**config.mk**
```make
export PLATFORM = sky130hd
export DESIGN_NAME = fp_mul_seq
export DESIGN_NICKNAME = d
export VERILOG_FILES = /design/src/rtl/fp_pkg.sv /design/src/rtl/fp_classify.sv /design/src/rtl/fp_mul_seq.sv
export SDC_FILE = /design/constraint.sdc
export NUM_CORES = 1
export LEC_CHECK = 0
export CAP_MARGIN = 20
export CORE_ASPECT_RATIO = 2
export CORE_MARGIN = 1.5
export CORE_UTILIZATION = 40
export CTS_BUF_LIST = sky130_fd_sc_hd__clkbuf_4
export DETAILED_ROUTE_END_ITERATION = 7
export REMOVE_ABC_BUFFERS = 1
export SLEW_MARGIN = 15
export SYNTH_ARGS = -nofsm -noshare
export SYNTH_HDL_FRONTEND = slang
export SYNTH_SLANG_ARGS = --single-unit
```
**constraint.sdc**
```tcl
create_clock -name clk -period 11.1 [get_ports clk]
set_input_delay 2.22 -clock clk [delete_from_list [all_inputs] [get_ports clk]]
set_output_delay 2.22 -clock clk [all_outputs]
set_load 0.01 [all_outputs]
```
**src/rtl/fp_pkg.sv**
```systemverilog
// Shared definitions for the single-precision multiplier.
// Holds field widths, the exponent bias, the canonical quiet NaN,
// the 3-bit result class codes and the controller state encoding.
package fp_pkg;
  localparam int EXP_W   = 8;
  localparam int FRAC_W  = 23;
  localparam int SIG_W   = 24;   // significand including hidden one
  localparam int PROD_W  = 48;
  localparam int ESUM_W  = 10;   // signed exponent sum width
  localparam int CNT_W   = 5;
  localparam int BIAS    = 127;
  localparam logic [31:0] QNAN = 32'h7FC0_0000;

  typedef enum logic [2:0] {
    CLS_ZERO   = 3'b000,
    CLS_NORMAL = 3'b011,
    CLS_INF    = 3'b100,
    CLS_NAN    = 3'b110
  } fp_class_t;

  typedef enum logic [2:0] {
    ST_IDLE,
    ST_MUL,
    ST_NORM,
    ST_RND,
    ST_DONE
  } state_t;
endpackage

```
**src/rtl/fp_classify.sv**
```systemverilog
// Combinational classifier for a single-precision word.
// Ports: x   - 32-bit IEEE-754 single value
//        cls - class code (denormals are reported as NaN: not supported)
module fp_classify
  import fp_pkg::*;
(
  input  logic [31:0] x,
  output fp_class_t   cls
);
  logic [EXP_W-1:0]  exp_f;
  logic [FRAC_W-1:0] frac_f;

  assign exp_f  = x[30:23];
  assign frac_f = x[22:0];

  always_comb begin
    cls = CLS_NORMAL;
    if (exp_f == '0)
      cls = (frac_f == '0) ? CLS_ZERO : CLS_NAN;
    else if (exp_f == '1)
      cls = (frac_f == '0) ? CLS_INF : CLS_NAN;
  end
endmodule

```
**src/rtl/fp_mul_seq.sv**
```systemverilog
// Sequential single-precision multiplier (shift-add, round-to-nearest-even).
// Ports: clk, rst (async, active high), start (sampled while idle),
//        a, b (operands, captured on the accepted start edge),
//        result/res_class (held until next accepted start),
//        invalid/overflow/underflow (per-operation flags),
//        busy (MUL/NORM/RND in progress), done (one-cycle completion pulse).
module fp_mul_seq
  import fp_pkg::*;
(
  input  logic        clk,
  input  logic        rst,
  input  logic        start,
  input  logic [31:0] a,
  input  logic [31:0] b,
  output logic [31:0] result,
  output logic [2:0]  res_class,
  output logic        invalid,
  output logic        overflow,
  output logic        underflow,
  output logic        busy,
  output logic        done
);
  state_t state, state_next;
  fp_class_t cls_a, cls_b, cls_res;

  logic [PROD_W-1:0]       product, mcand;
  logic [SIG_W-1:0]        mplier, sig;
  logic [CNT_W-1:0]        count;
  logic signed [ESUM_W-1:0] exp_sum;
  logic                    sign, guard, sticky;

  logic [SIG_W-1:0] sig_a, sig_b;
  logic             sign_in, special, spec_inv;
  logic [31:0]      spec_res;

  fp_classify u_cls_a   (.x(a),      .cls(cls_a));
  fp_classify u_cls_b   (.x(b),      .cls(cls_b));
  fp_classify u_cls_res (.x(result), .cls(cls_res));

  assign res_class = cls_res;
  assign sig_a     = {1'b1, a[22:0]};
  assign sig_b     = {1'b1, b[22:0]};
  assign sign_in   = a[31] ^ b[31];
  assign special   = !(cls_a == CLS_NORMAL && cls_b == CLS_NORMAL);

  // Special-case result, resolved in the accepting cycle.
  always_comb begin
    spec_inv = 1'b0;
    spec_res = {sign_in, 31'b0};
    if (cls_a == CLS_NAN || cls_b == CLS_NAN ||
        (cls_a == CLS_INF && cls_b == CLS_ZERO) ||
        (cls_a == CLS_ZERO && cls_b == CLS_INF)) begin
      spec_res = QNAN;
      spec_inv = 1'b1;
    end else if (cls_a == CLS_INF || cls_b == CLS_INF) begin
      spec_res = {sign_in, 8'hFF, 23'b0};
    end
  end

  // Normalisation: product lies in [2^46, 2^48).
  logic [SIG_W-1:0]         norm_sig;
  logic                     norm_guard, norm_sticky;
  always_comb begin
    if (product[47]) begin
      norm_sig    = product[47:24];
      norm_guard  = product[23];
      norm_sticky = |product[22:0];
    end else begin
      norm_sig    = product[46:23];
      norm_guard  = product[22];
      norm_sticky = |product[21:0];
    end
  end

  // Round to nearest even; a carry out of the significand leaves 1.000..0,
  // so the fraction becomes zero and the exponent steps up.
  logic                     round_up;
  logic [SIG_W:0]           sig_rnd;
  logic signed [ESUM_W-1:0] exp_rnd;
  logic [FRAC_W-1:0]        frac_rnd;
  assign round_up = guard & (sticky | sig[0]);
  assign sig_rnd  = {1'b0, sig} + {{SIG_W{1'b0}}, round_up};
  assign exp_rnd  = sig_rnd[SIG_W] ? exp_sum + 10'sd1 : exp_sum;
  assign frac_rnd = sig_rnd[SIG_W] ? '0 : sig_rnd[FRAC_W-1:0];

  // State register
  always_ff @(posedge clk or posedge rst) begin
    if (rst) state <= ST_IDLE;
    else     state <= state_next;
  end

  // Next-state logic
  always_comb begin
    state_next = state;
    case (state)
      ST_IDLE: if (start) state_next = special ? ST_DONE : ST_MUL;
      ST_MUL:  if (count == 5'd23) state_next = ST_NORM;
      ST_NORM: state_next = ST_RND;
      ST_RND:  state_next = ST_DONE;
      ST_DONE: state_next = ST_IDLE;
      default: state_next = ST_IDLE;
    endcase
  end

  // Control outputs
  always_comb begin
    busy = (state == ST_MUL) || (state == ST_NORM) || (state == ST_RND);
    done = (state == ST_DONE);
  end

  // Datapath. The first of the 24 shift-add iterations is folded into the
  // accepting edge, so MUL itself runs 23 cycles (count 1..23).
  always_ff @(posedge clk or posedge rst) begin
    if (rst) begin
      product   <= '0;
      mcand     <= '0;
      mplier    <= '0;
      count     <= '0;
      exp_sum   <= '0;
      sign      <= 1'b0;
      sig       <= '0;
      guard     <= 1'b0;
      sticky    <= 1'b0;
      result    <= '0;
      invalid   <= 1'b0;
      overflow  <= 1'b0;
      underflow <= 1'b0;
    end else begin
      case (state)
        ST_IDLE: if (start) begin
          sign      <= sign_in;
          invalid   <= 1'b0;
          overflow  <= 1'b0;
          underflow <= 1'b0;
          if (special) begin
            result  <= spec_res;
            invalid <= spec_inv;
          end else begin
            product <= b[0] ? {{SIG_W{1'b0}}, sig_a} : '0;
            mcand   <= {{(SIG_W-1){1'b0}}, sig_a, 1'b0};
            mplier  <= {1'b0, sig_b[SIG_W-1:1]};
            count   <= 5'd1;
            exp_sum <= $signed({2'b00, a[30:23]} + {2'b00, b[30:23]} - 10'(BIAS));
          end
        end
        ST_MUL: begin
          if (mplier[0]) product <= product + mcand;
          mcand  <= mcand << 1;
          mplier <= mplier >> 1;
          count  <= count + 5'd1;
        end
        ST_NORM: begin
          sig     <= norm_sig;
          guard   <= norm_guard;
          sticky  <= norm_sticky;
          exp_sum <= product[47] ? exp_sum + 10'sd1 : exp_sum;
        end
        ST_RND: begin
          if (exp_rnd >= 10'sd255) begin
            result   <= {sign, 8'hFF, 23'b0};
            overflow <= 1'b1;
          end else if (exp_rnd <= 10'sd0) begin
            result    <= {sign, 31'b0};
            underflow <= 1'b1;
          end else begin
            result <= {sign, exp_rnd[7:0], frac_rnd};
          end
        end
        default: ;
      endcase
    end
  end
endmodule

```
==> run summary <==
# H-tree levels: 4
DRC errors left: 0
critical-path maximum fanout: 3
status: finished clean
Post-Syn Area: 0.01255 mm^2
GRT overflow: 0
worst-case clock buffer depth: 2
vias in the first global route: 10944
initial antenna violation count: 1
largest net degree at the start of global routing: 132
skew final: 0.02535 ns
MaxCap Viol Count: 0
Met1 Wirelength: 12300 um
dominant cell type by area after synthesis: dfrtp_1
Synth Area in Adders: 6.799%
metal3 WL: 910 um
share of layout cells above drive strength 1: 5.446%
Synth Flop Type: dfrtp_1
final period demand of the worst path: 4.716 ns
global-route wire length before repair: 54990 um
post-synthesis sequential area ratio: 39.48%
crit path cell chain: nor4_1, nand4_1, nor2_1, a31oi_1, clkdlybuf4s50_1
post-synthesis mux area share: 1.994%
max layer used: met4
maximum vdd drop: 0.1378 mV
num rows: 91
first drt pass iteration count: 5
Slew @ Worst Pin: 0.9603 ns
XOR/XNOR Fraction of Synth Area: 5.792%
FF-to-FF path depth: 12
asr flop ratio synth: 100.0%
unrepaired setup endpoints after global routing: false
hpwl dp: 25040 um
post-route insts no fill: 1998
TritonCTS clock tree: yes
crit path launch type: flip-flop
Max Freq: 0.2121 GHz
Slew Viols, Final: 0
worst skew pair latency: 0.66 ns
cts bufs inserted: 17
vias: 10907
Reg2Reg Setup Slack: 7.13 ns
Post-synth EDFFs: 0
Total Neg Setup Slack: 0 ns
Relative slew margins: 35.98%
Port Buffers: 106
clock-pin slew on the worst setup and hold paths: 0.16 ns
clock root buffer: clkbuf_4
YS warnings: 0
routed length on met2: 19480 um
Final ANT Viol Nets: 0
RePlAce Congestion: 0.9316
post-cts resize count: 0
Die W: 128.3 um
total track usage: 21.42%
synth top area cells: dfrtp_1 (39%), nand2_1 (8.3%), ha_1 (6.5%)
io pins: 107
drt wl/cell: 16.83 um
vias per cell: 5.459
#FFs+latches synth: 198
Post-Synth Simple-Gate Area: 22.06%
Total Nets Final: 1700
Leakage Power: 5.932 nW
Final setup viols: 0
WP data required: 8.88 ns
pwr dens: 307.9 mW/mm^2
WS Path Type: flip-flop to primary output
die span in y: 253.5 um
WP buf/inv: 1
dpl cells: 1965
Crit. path cell count: 5
Crit path max-delay family: simple AND/OR/NAND/NOR gates
Area growth, synth to finish: 13.03%
Floorplan Core Area: 0.03086 mm^2
Hold Fails Final Rpt: 0
Worst path max stage delay: 0.50 ns
Compound-Gate Fraction of Synth Area: 20.02%
die area: 0.03251 mm^2
hold buffers post-CTS: 0
WHS Path Cells: 2
clk sinks: 198
fill cell count: 3141
Min-Delay Path Class: flip-flop to flip-flop
PnR Total Power: 0.004369 W
CP max stage cell: clkdlybuf4s50_1
Arr. time, crit path: 2.50 ns
nature of the critical path endpoint: primary output
Avg Inst Size Synth: 8.284 um^2
cells after synthesis: 1515
Initial DRC Count: 513
Yosys top cell area share: 39.48%
combinational family with the most area after synthesis: simple AND/OR/NAND/NOR gates
Synth cell types: 74
Tcrit/Tclk final: 42.48%
Post-CTS Setup Bufs: 0
Initial Util: 40.68%
final WL: 33630 um
==> placed cells by master (no fill, tap or decap), types with 35 or more instances in the layout <==
master	instances
nand3_1	35
a21oi_1	92
nand2_1	277
dfrtp_1	198
xnor2_1	41
clkdlybuf4s50_1	106
o21ai_0	128
a31oi_1	79
ha_1	65
xor2_1	42
nor2_1	144
==> sequential cells by signal, summed over array words and instances, names as in the netlist <==
signal     cells
product       48
underflow      1
sticky         1
sign           1
exp_sum       10
mcand         47
invalid        1
result        32
guard          1
overflow       1
mplier        23
sig           24
state          3
count          5
==> layout make-up <==
type | count | area, um^2 | share of cell area (%)
multi-input combinational | 1197 | 7132 | 50.27
sequential | 198 | 4955 | 34.93
timing repair buffer | 119 | 1175 | 8.282
tap | 418 | 523.0 | 3.687
clock inverter | 15 | 140.1 | 0.9878
inverter | 33 | 131.4 | 0.9261
clock buffer | 17 | 127.6 | 0.8996
antenna | 1 | 2.502 | 0.01764
==> metrics by stage <==
stage	instance area, um^2	worst slack [ns]	hold WS [ns]	utilization, %
after floorplan	12190	2.978	0.4386	-
after global placement	13880	5.495	0.4577	44.99
after detailed placement	13910	5.430	0.4603	45.09
after CTS	14180	6.170	0.4947	45.96
after global routing	14190	6.144	0.5131	45.98
final	14190	6.384	0.4932	45.98
==> report_power, final <==
part | switching, W | total, W | internal (W)
Combinational | 0.00149 | 0.00260 | 0.00110
Sequential | 0.000328 | 0.00138 | 0.00105
Clock | 0.000274 | 0.000390 | 0.000116
==> worst reg2reg max path, stage by stage, from the launching register on <==
cell     delay (ns)
dfrtp_1        0.43
o21a_1         0.17
ha_1           0.29
ha_1           0.32
nand4_4        0.18
nor3_2         0.32
and2_2         0.38
nand2_2        0.09
and2_4         0.16
or3_1          0.46
a41o_2         0.34
or3_4          0.54
o21ai_2        0.20
==> path summary, 6_finish.rpt <==
kind / startpoint / endpoint
min in group asynchronous: rst / sig[8]
max in group asynchronous: rst / state[0]
setup / recovery: result[16] / res_class[2]
hold reg to reg: sig[23] / sig[23]
setup reg to reg: sig[0] / result[11]
hold / removal: sig[23] / sig[23]
==> per-layer routing <==
layer | global-route usage [%] | up-vias
li1 | - | 5456
met1 | 21.62 | 5197
met2 | 43.18 | 198
met3 | 2.989 | 56
met4 | 7.865 | 0
met5 | 0 | -
==> synth_stat cells (6+ instances only) <==
cell type    n
a21oi_1     92
and3_1       7
nand4_1     27
nand3_1     35
nor2_1     145
nand2b_1    10
and2_1       9
dfrtp_1    198
xnor2_1     41
nand2_1    279
nor4_1      29
a21o_1      25
mux2i_1     25
o21bai_1     9
a31oi_1     79
ha_1        65
xor2_1      42
nor2b_1     12
inv_1       32
a211oi_1     6
clkbuf_1    76
o21ai_0    128
nor3_1      21
o22a_1       9
o21ai_2     20
==> cell families (layout without fill, tap and decap cells) <==
kind of cell / count (synthesis) / in the layout
AOI/OAI and AO/OA: 412 / 412
xor gates and xnor gates: 83 / 83
muxes: 25 / 25
adders and majority gates: 67 / 67
buffers and inverters: 120 / 184
other: 0 / 1
DFF: 198 / 198
and+or+nand+nor: 610 / 610
No activity file was read; power rests on OpenSTA's default activity.
